===== config.mk =====
export PLATFORM = sky130hd
export DESIGN_NAME = sw_input_reader
export DESIGN_NICKNAME = d
export VERILOG_FILES = /design/src/rtl/sw_input_reader_pkg.sv /design/src/rtl/sw_event_fifo.sv /design/src/rtl/sw_input_reader.sv
export SDC_FILE = /design/constraint.sdc
export NUM_CORES = 1
export LEC_CHECK = 0
export CAP_MARGIN = 20
export CELL_PAD_IN_SITES_DETAIL_PLACEMENT = 1
export CELL_PAD_IN_SITES_GLOBAL_PLACEMENT = 2
export CORE_MARGIN = 2
export CORE_UTILIZATION = 43
export DETAILED_ROUTE_END_ITERATION = 8
export PLACE_DENSITY_LB_ADDON = 0.25
export SLEW_MARGIN = 20
export SYNTH_ARGS = -nofsm -noshare
export SYNTH_HDL_FRONTEND = slang
export SYNTH_SLANG_ARGS = --single-unit

===== constraint.sdc =====
create_clock -name CLK -period 4.6 [get_ports CLK]
set_input_delay 0.69 -clock CLK [delete_from_list [all_inputs] [get_ports CLK]]
set_output_delay 0.69 -clock CLK [all_outputs]
set_load 0.005 [all_outputs]

===== src/rtl/sw_input_reader_pkg.sv =====
// Shared event-field positions and timing defaults for the switch input reader.
// Event word layout: channel index above the level bit; level always in the LSB.
package sw_input_reader_pkg;

    localparam int EVT_LVL_BIT    = 0;
    localparam int EVT_IDX_LSB    = 1;
    localparam int DEBOUNCE_16MHZ = 16000;

endpackage


===== src/rtl/sw_event_fifo.sv =====
// First-word fall-through event queue; push lands at the head one clock later when empty.
// A push while full is only taken alongside a pop; the head is held steady until popped.
module sw_event_fifo #(
    parameter int W     = 3,
    parameter int DEPTH = 4
) (
    input  logic         clk,
    input  logic         rst_n,
    input  logic         push,
    input  logic [W-1:0] push_dat,
    input  logic         pop,
    output logic [W-1:0] head_dat,
    output logic         full,
    output logic         empty
);

    localparam int AW = $clog2(DEPTH);

    logic [AW:0]  wr_ptr_q, wr_ptr_d;
    logic [AW:0]  rd_ptr_q, rd_ptr_d;
    logic [W-1:0] mem_q [DEPTH];
    logic         do_push, do_pop;

    // Extra pointer MSB separates full (MSBs differ) from empty (pointers equal).
    always_comb begin
        empty    = (wr_ptr_q == rd_ptr_q);
        full     = (wr_ptr_q[AW] != rd_ptr_q[AW]) && (wr_ptr_q[AW-1:0] == rd_ptr_q[AW-1:0]);
        do_pop   = pop && !empty;
        do_push  = push && (!full || do_pop);
        wr_ptr_d = wr_ptr_q + {{AW{1'b0}}, do_push};
        rd_ptr_d = rd_ptr_q + {{AW{1'b0}}, do_pop};
        head_dat = empty ? '0 : mem_q[rd_ptr_q[AW-1:0]];
    end

    always_ff @(posedge clk or negedge rst_n) begin
        if (!rst_n) begin
            wr_ptr_q <= '0;
            rd_ptr_q <= '0;
        end else begin
            wr_ptr_q <= wr_ptr_d;
            rd_ptr_q <= rd_ptr_d;
        end
    end

    always_ff @(posedge clk) begin
        if (do_push) begin
            mem_q[wr_ptr_q[AW-1:0]] <= push_dat;
        end
    end

endmodule


===== src/rtl/sw_input_reader.sv =====
// Switch conditioning: sync, debounce, edge pulses, change events (SW_INPUT_TOGGLE_EN adds toggle latches).
// Pin->SW_STATE 2+DEBOUNCE_CYCLES clocks, event one clock later; stalled events wait in per-channel pending bits.
module sw_input_reader
    import sw_input_reader_pkg::*;
#(
    parameter int N_SW            = 4,
    parameter int DEBOUNCE_CYCLES = DEBOUNCE_16MHZ,
    parameter int FIFO_DEPTH      = 4
) (
    input  logic                  CLK,
    input  logic                  RST_N,
    input  logic [N_SW-1:0]       SW,
    output logic [N_SW-1:0]       SW_STATE,
    output logic [N_SW-1:0]       SW_RISE,
    output logic [N_SW-1:0]       SW_FALL,
    output logic [N_SW-1:0]       SW_TOGGLE,
    output logic                  EVT_VALID,
    input  logic                  EVT_READY,
    output logic [$clog2(N_SW):0] EVT_DATA,
    output logic                  EVT_OVERFLOW,
    input  logic                  OVF_CLR
);

    localparam int               CNT_W   = $clog2(DEBOUNCE_CYCLES);
    localparam int               DATA_W  = $clog2(N_SW) + 1;
    localparam logic [CNT_W-1:0] CNT_MAX = CNT_W'(DEBOUNCE_CYCLES - 1);

    logic [N_SW-1:0]   sync1_q, sync1_d, sync2_q, sync2_d;
    logic [N_SW-1:0]   state_q, state_d;
    logic [N_SW-1:0]   rise_q, rise_d, fall_q, fall_d;
    logic [N_SW-1:0]   pend_q, pend_d;
    logic [N_SW-1:0]   flip, sel_oh, push_mask;
    logic [CNT_W-1:0]  cnt_q [N_SW];
    logic [CNT_W-1:0]  cnt_d [N_SW];
    logic              ovf_q, ovf_d, ovf_set;
    logic              sel_vld, sel_lvl;
    logic [DATA_W-1:0] sel_idx, push_dat, head_dat;
    logic              fifo_full, fifo_empty, fifo_pop, fifo_push;

    // Counter tracks consecutive disagreement; the final disagreeing cycle flips the level.
    always_comb begin
        sync1_d = SW;
        sync2_d = sync1_q;
        flip    = '0;
        for (int i = 0; i < N_SW; i++) begin
            cnt_d[i] = '0;
            if (sync2_q[i] != state_q[i]) begin
                if (cnt_q[i] == CNT_MAX) begin
                    flip[i] = 1'b1;
                end else begin
                    cnt_d[i] = cnt_q[i] + CNT_W'(1);
                end
            end
        end
        state_d = state_q ^ flip;
        rise_d  = flip & ~state_q;
        fall_d  = flip & state_q;
    end

    // Lowest pending channel wins; a change landing on a channel as it pushes re-arms it cleanly.
    always_comb begin
        sel_vld = 1'b0;
        sel_lvl = 1'b0;
        sel_idx = '0;
        sel_oh  = '0;
        for (int i = N_SW - 1; i >= 0; i--) begin
            if (pend_q[i]) begin
                sel_vld    = 1'b1;
                sel_lvl    = state_q[i];
                sel_idx    = DATA_W'(i);
                sel_oh     = '0;
                sel_oh[i]  = 1'b1;
            end
        end
        fifo_pop  = !fifo_empty && EVT_READY;
        fifo_push = sel_vld && (!fifo_full || fifo_pop);
        push_dat  = (sel_idx << EVT_IDX_LSB) | (DATA_W'(sel_lvl) << EVT_LVL_BIT);
        push_mask = fifo_push ? sel_oh : '0;
        ovf_set   = |(flip & pend_q & ~push_mask);
        pend_d    = flip | (pend_q & ~push_mask);
        ovf_d     = ovf_set || (ovf_q && !OVF_CLR);
    end

    always_ff @(posedge CLK or negedge RST_N) begin
        if (!RST_N) begin
            sync1_q <= '0;
            sync2_q <= '0;
            state_q <= '0;
            rise_q  <= '0;
            fall_q  <= '0;
            pend_q  <= '0;
            ovf_q   <= 1'b0;
            for (int i = 0; i < N_SW; i++) begin
                cnt_q[i] <= '0;
            end
        end else begin
            sync1_q <= sync1_d;
            sync2_q <= sync2_d;
            state_q <= state_d;
            rise_q  <= rise_d;
            fall_q  <= fall_d;
            pend_q  <= pend_d;
            ovf_q   <= ovf_d;
            for (int i = 0; i < N_SW; i++) begin
                cnt_q[i] <= cnt_d[i];
            end
        end
    end

`ifdef SW_INPUT_TOGGLE_EN
    logic [N_SW-1:0] tog_q, tog_d;

    always_comb begin
        tog_d = tog_q ^ rise_d;
    end

    always_ff @(posedge CLK or negedge RST_N) begin
        if (!RST_N) begin
            tog_q <= '0;
        end else begin
            tog_q <= tog_d;
        end
    end

    assign SW_TOGGLE = tog_q;
`else
    assign SW_TOGGLE = '0;
`endif

    sw_event_fifo #(
        .W     (DATA_W),
        .DEPTH (FIFO_DEPTH)
    ) u_evt_fifo (
        .clk      (CLK),
        .rst_n    (RST_N),
        .push     (fifo_push),
        .push_dat (push_dat),
        .pop      (fifo_pop),
        .head_dat (head_dat),
        .full     (fifo_full),
        .empty    (fifo_empty)
    );

    assign SW_STATE     = state_q;
    assign SW_RISE      = rise_q;
    assign SW_FALL      = fall_q;
    assign EVT_VALID    = !fifo_empty;
    assign EVT_DATA     = head_dat;
    assign EVT_OVERFLOW = ovf_q;

endmodule


==> impl_metrics.toml <==
[route]
num_vias = 2867
first_iter_violations = 110
wire_per_inst_um = 14.7
drc_errors = 0
wirelength_um = 8290
dr.pass1.iters = 4
postRouteAntennaNets = 0
viasPerCell = 5.09

[timing]
tightestPinTransition_ns = 0.786
hold_viol = 0
timing.fmax_mhz = 348
max_slew_margin_pct = 47.2
whs_ns = 0.270
postLayoutSetupSlackWorst_ns = 1.73
slew_viol_final = 0
setup_tns_ns = 0
finalCritPeriodShare_pct = 62.4
rsz0062_at_grt = "no"
setup_violations = 0
fin_crit_ns = 2.87
skew_ns = 0.00880

[floorplan]
die_y_um = 106
fp.dieW_um = 106
start_util_pct = 43.8
core_mm2 = 0.0102
rows = 37
ios = 29
die_area_mm2 = 0.0112

[logic_synthesis]
synth_edf_count = 12
async_reset_ff_share_pct = 87.9
seq_area_frac_synth_pct = 56.8
synth_common_cells = "87 x dfrtp_1, 63 x nor2_1, 39 x xnor2_1"
synth_top_area_share_pct = 48.8
netlist_area_mm2 = 0.00446
synthTopCellsByArea = "dfrtp_1 49%, edfxtp_1 8.1%, xnor2_1 7.7%, nor2_1 5.3%, xor2_1 3.5%"
yosysMostFrequentCell = "dfrtp_1"
synth.yosys.warnings = 0
ys_ff_latch = 99
ys_types = 40
synth_ff_type = "dfrtp_1"
synth_area_per_cell_um2 = 11.4
syn_inst = 392
yosysTopAreaCell = "dfrtp_1"

[place]
dp_slack_ns = 1.72
portBuffers = 24
gp_congestion = 0.700
dp_hpwl_um = 5950

[clock_network]
cts_tree = "done"
cts_setup_buffers = 0
htreeDepth = 3
cts_resized = 0
insertion_delay_ns = 0.37
clock_path_buffers = 2
clockRootBuffer = "clkbuf_8"
cts_buffers = 9
clkTransAtPathRegs_ns = 0.09
cts_hold_buf = 0
cts_sinks = 99

[worst_setup_path]
crit_type = "flop to output port"
reg2reg_depth = 6
rrSetupSlack_ns = 2.28
critPathRequiredTime_ns = 3.91
crit_path_max_fanout = 5
start_kind = "flop"
crit_path_end_kind = "output port"
arrival_ns = 2.18

[finish]
fill_cells = 1113
utilization_pct = 49.7
fin_nets = 438
diodes = 0
drive_above_1_share_pct = 9.13
area_delta_synth_final_pct = 13.3

[power_and_ir_drop]
powerDensity_mw_per_mm2 = 343
fin_total_pwr_mw = 1.74
ir_drop_v = 0.000193
p_leak_nw = 2.15

[global_routing]
grt_pass1_vias = 3089
grt_max_degree = 53
grt_pass1_wl_um = 14800
grt_util_all_layers_pct = 16.9
antenna_found_initial = 0
grt-ovfl-total = 0

[worst_hold_path]
holdCritPathClass = "primary input to asynchronous set/reset pin"

[job]
maxCapViolCount = 0

[outcome]
outcome = "completed"
critical path: stages, from the launching register on:
cell	delay [ns]
dfrtp_1	0.48
xor2_1	0.22
nor3b_1	0.53
nor2b_1	0.12
clkdlybuf4s50_1	0.47
area by class of cell:
| class | instances | area [um^2] | area share [%] |
|---|---|---|---|
| clock buffer | 12 | 176 | 3.49 |
| clock inverter | 4 | 53.8 | 1.06 |
| inverter | 17 | 63.8 | 1.26 |
| multi-input combinational | 270 | 1810 | 35.8 |
| sequential | 99 | 2540 | 50.2 |
| tap | 136 | 170 | 3.36 |
| timing repair buffer | 25 | 245 | 4.85 |
sequential cells by signal, summed over array words and instances (netlist names), named ones only:
| signal | cells |
|---|---|
| u_evt_fifo.wr_ptr_q | 3 |
| sync2_q | 4 |
| SW_RISE | 4 |
| cnt_q | 56 |
| sync1_q | 4 |
| EVT_OVERFLOW | 1 |
| u_evt_fifo.mem_q | 12 |
| SW_FALL | 4 |
| pend_q | 4 |
| u_evt_fifo.rd_ptr_q | 3 |
path summary, 6_finish.rpt:
kind                                                   from                                to
min in group CLK                       sync1_q[3]$_DFF_PN0_              sync2_q[3]$_DFF_PN0_
max                        u_evt_fifo.rd_ptr_q[0]$_DFF_PN0_                       EVT_DATA[1]
min reg2reg                            sync1_q[3]$_DFF_PN0_              sync2_q[3]$_DFF_PN0_
min                                                   RST_N               cnt_q[17]$_DFF_PN0_
max in group asynchronous                             RST_N                cnt_q[9]$_DFF_PN0_
max reg2reg                u_evt_fifo.rd_ptr_q[1]$_DFF_PN0_  u_evt_fifo.wr_ptr_q[2]$_DFF_PN0_
power breakdown:
part	internal [mW]	total [mW]	switching, mW	leakage (nW)
Clock	0.316	0.615	0.299	0.110
Combinational	0.0918	0.172	0.0805	0.758
Sequential	0.910	0.949	0.0381	1.28
routing by layer:
layer / vias up / routed length (um) / share of wire (%) / GRT usage, %
met5: - / 0 / 0 / 0
met1: 1436 / 3810 / 46 / 21.6
li1: 1396 / - / - / -
met2: 28 / 4110 / 50 / 28.2
met4: 0 / 91 / 1.1 / 4.23
met3: 7 / 277 / 3.3 / 5.46
per-stage QoR:
| step | cell area (um^2) | cells |
|---|---|---|
| 3_5_place_dp | 4830 | 547 |
| 5_1_grt | 5060 | 563 |
| 4_1_cts | 5060 | 563 |
| 2_1_floorplan | 4480 | 395 |
| 6_report | 5060 | 563 |
| 3_3_place_gp | 4830 | 547 |
kinds of logic after synthesis:
group / Yosys count / synth area share, %
and+or+nand+nor: 172 / 21.4
DFF: 99 / 56.8
xor gates and xnor gates: 57 / 11.2
buffers and inverters: 26 / 2.83
AOI/OAI and AO/OA: 23 / 3.17
adders and majority gates: 8 / 2.24
muxes: 6 / 2.27
other: 1 / 0.0840
cells in the final DEF (no fill, tap or decap), drive strengths merged, types with 4 or more instances in the layout:
| cell type | count |
|---|---|
| or3b | 4 |
| and3 | 6 |
| nor2b | 6 |
| xor2 | 18 |
| nor4 | 17 |
| ha | 8 |
| nor3 | 8 |
| conb | 4 |
| edfxtp | 12 |
| nand2 | 19 |
| clkbuf | 12 |
| nand3 | 18 |
| clkdlybuf4s50 | 23 |
| nor2 | 63 |
| xnor2 | 39 |
| and3b | 8 |
| inv | 18 |
| dfrtp | 87 |
| a21oi | 8 |
| nand4 | 9 |
| or3 | 5 |
| o21ai | 7 |
Note: power is estimated with default switching activity, not from simulation.
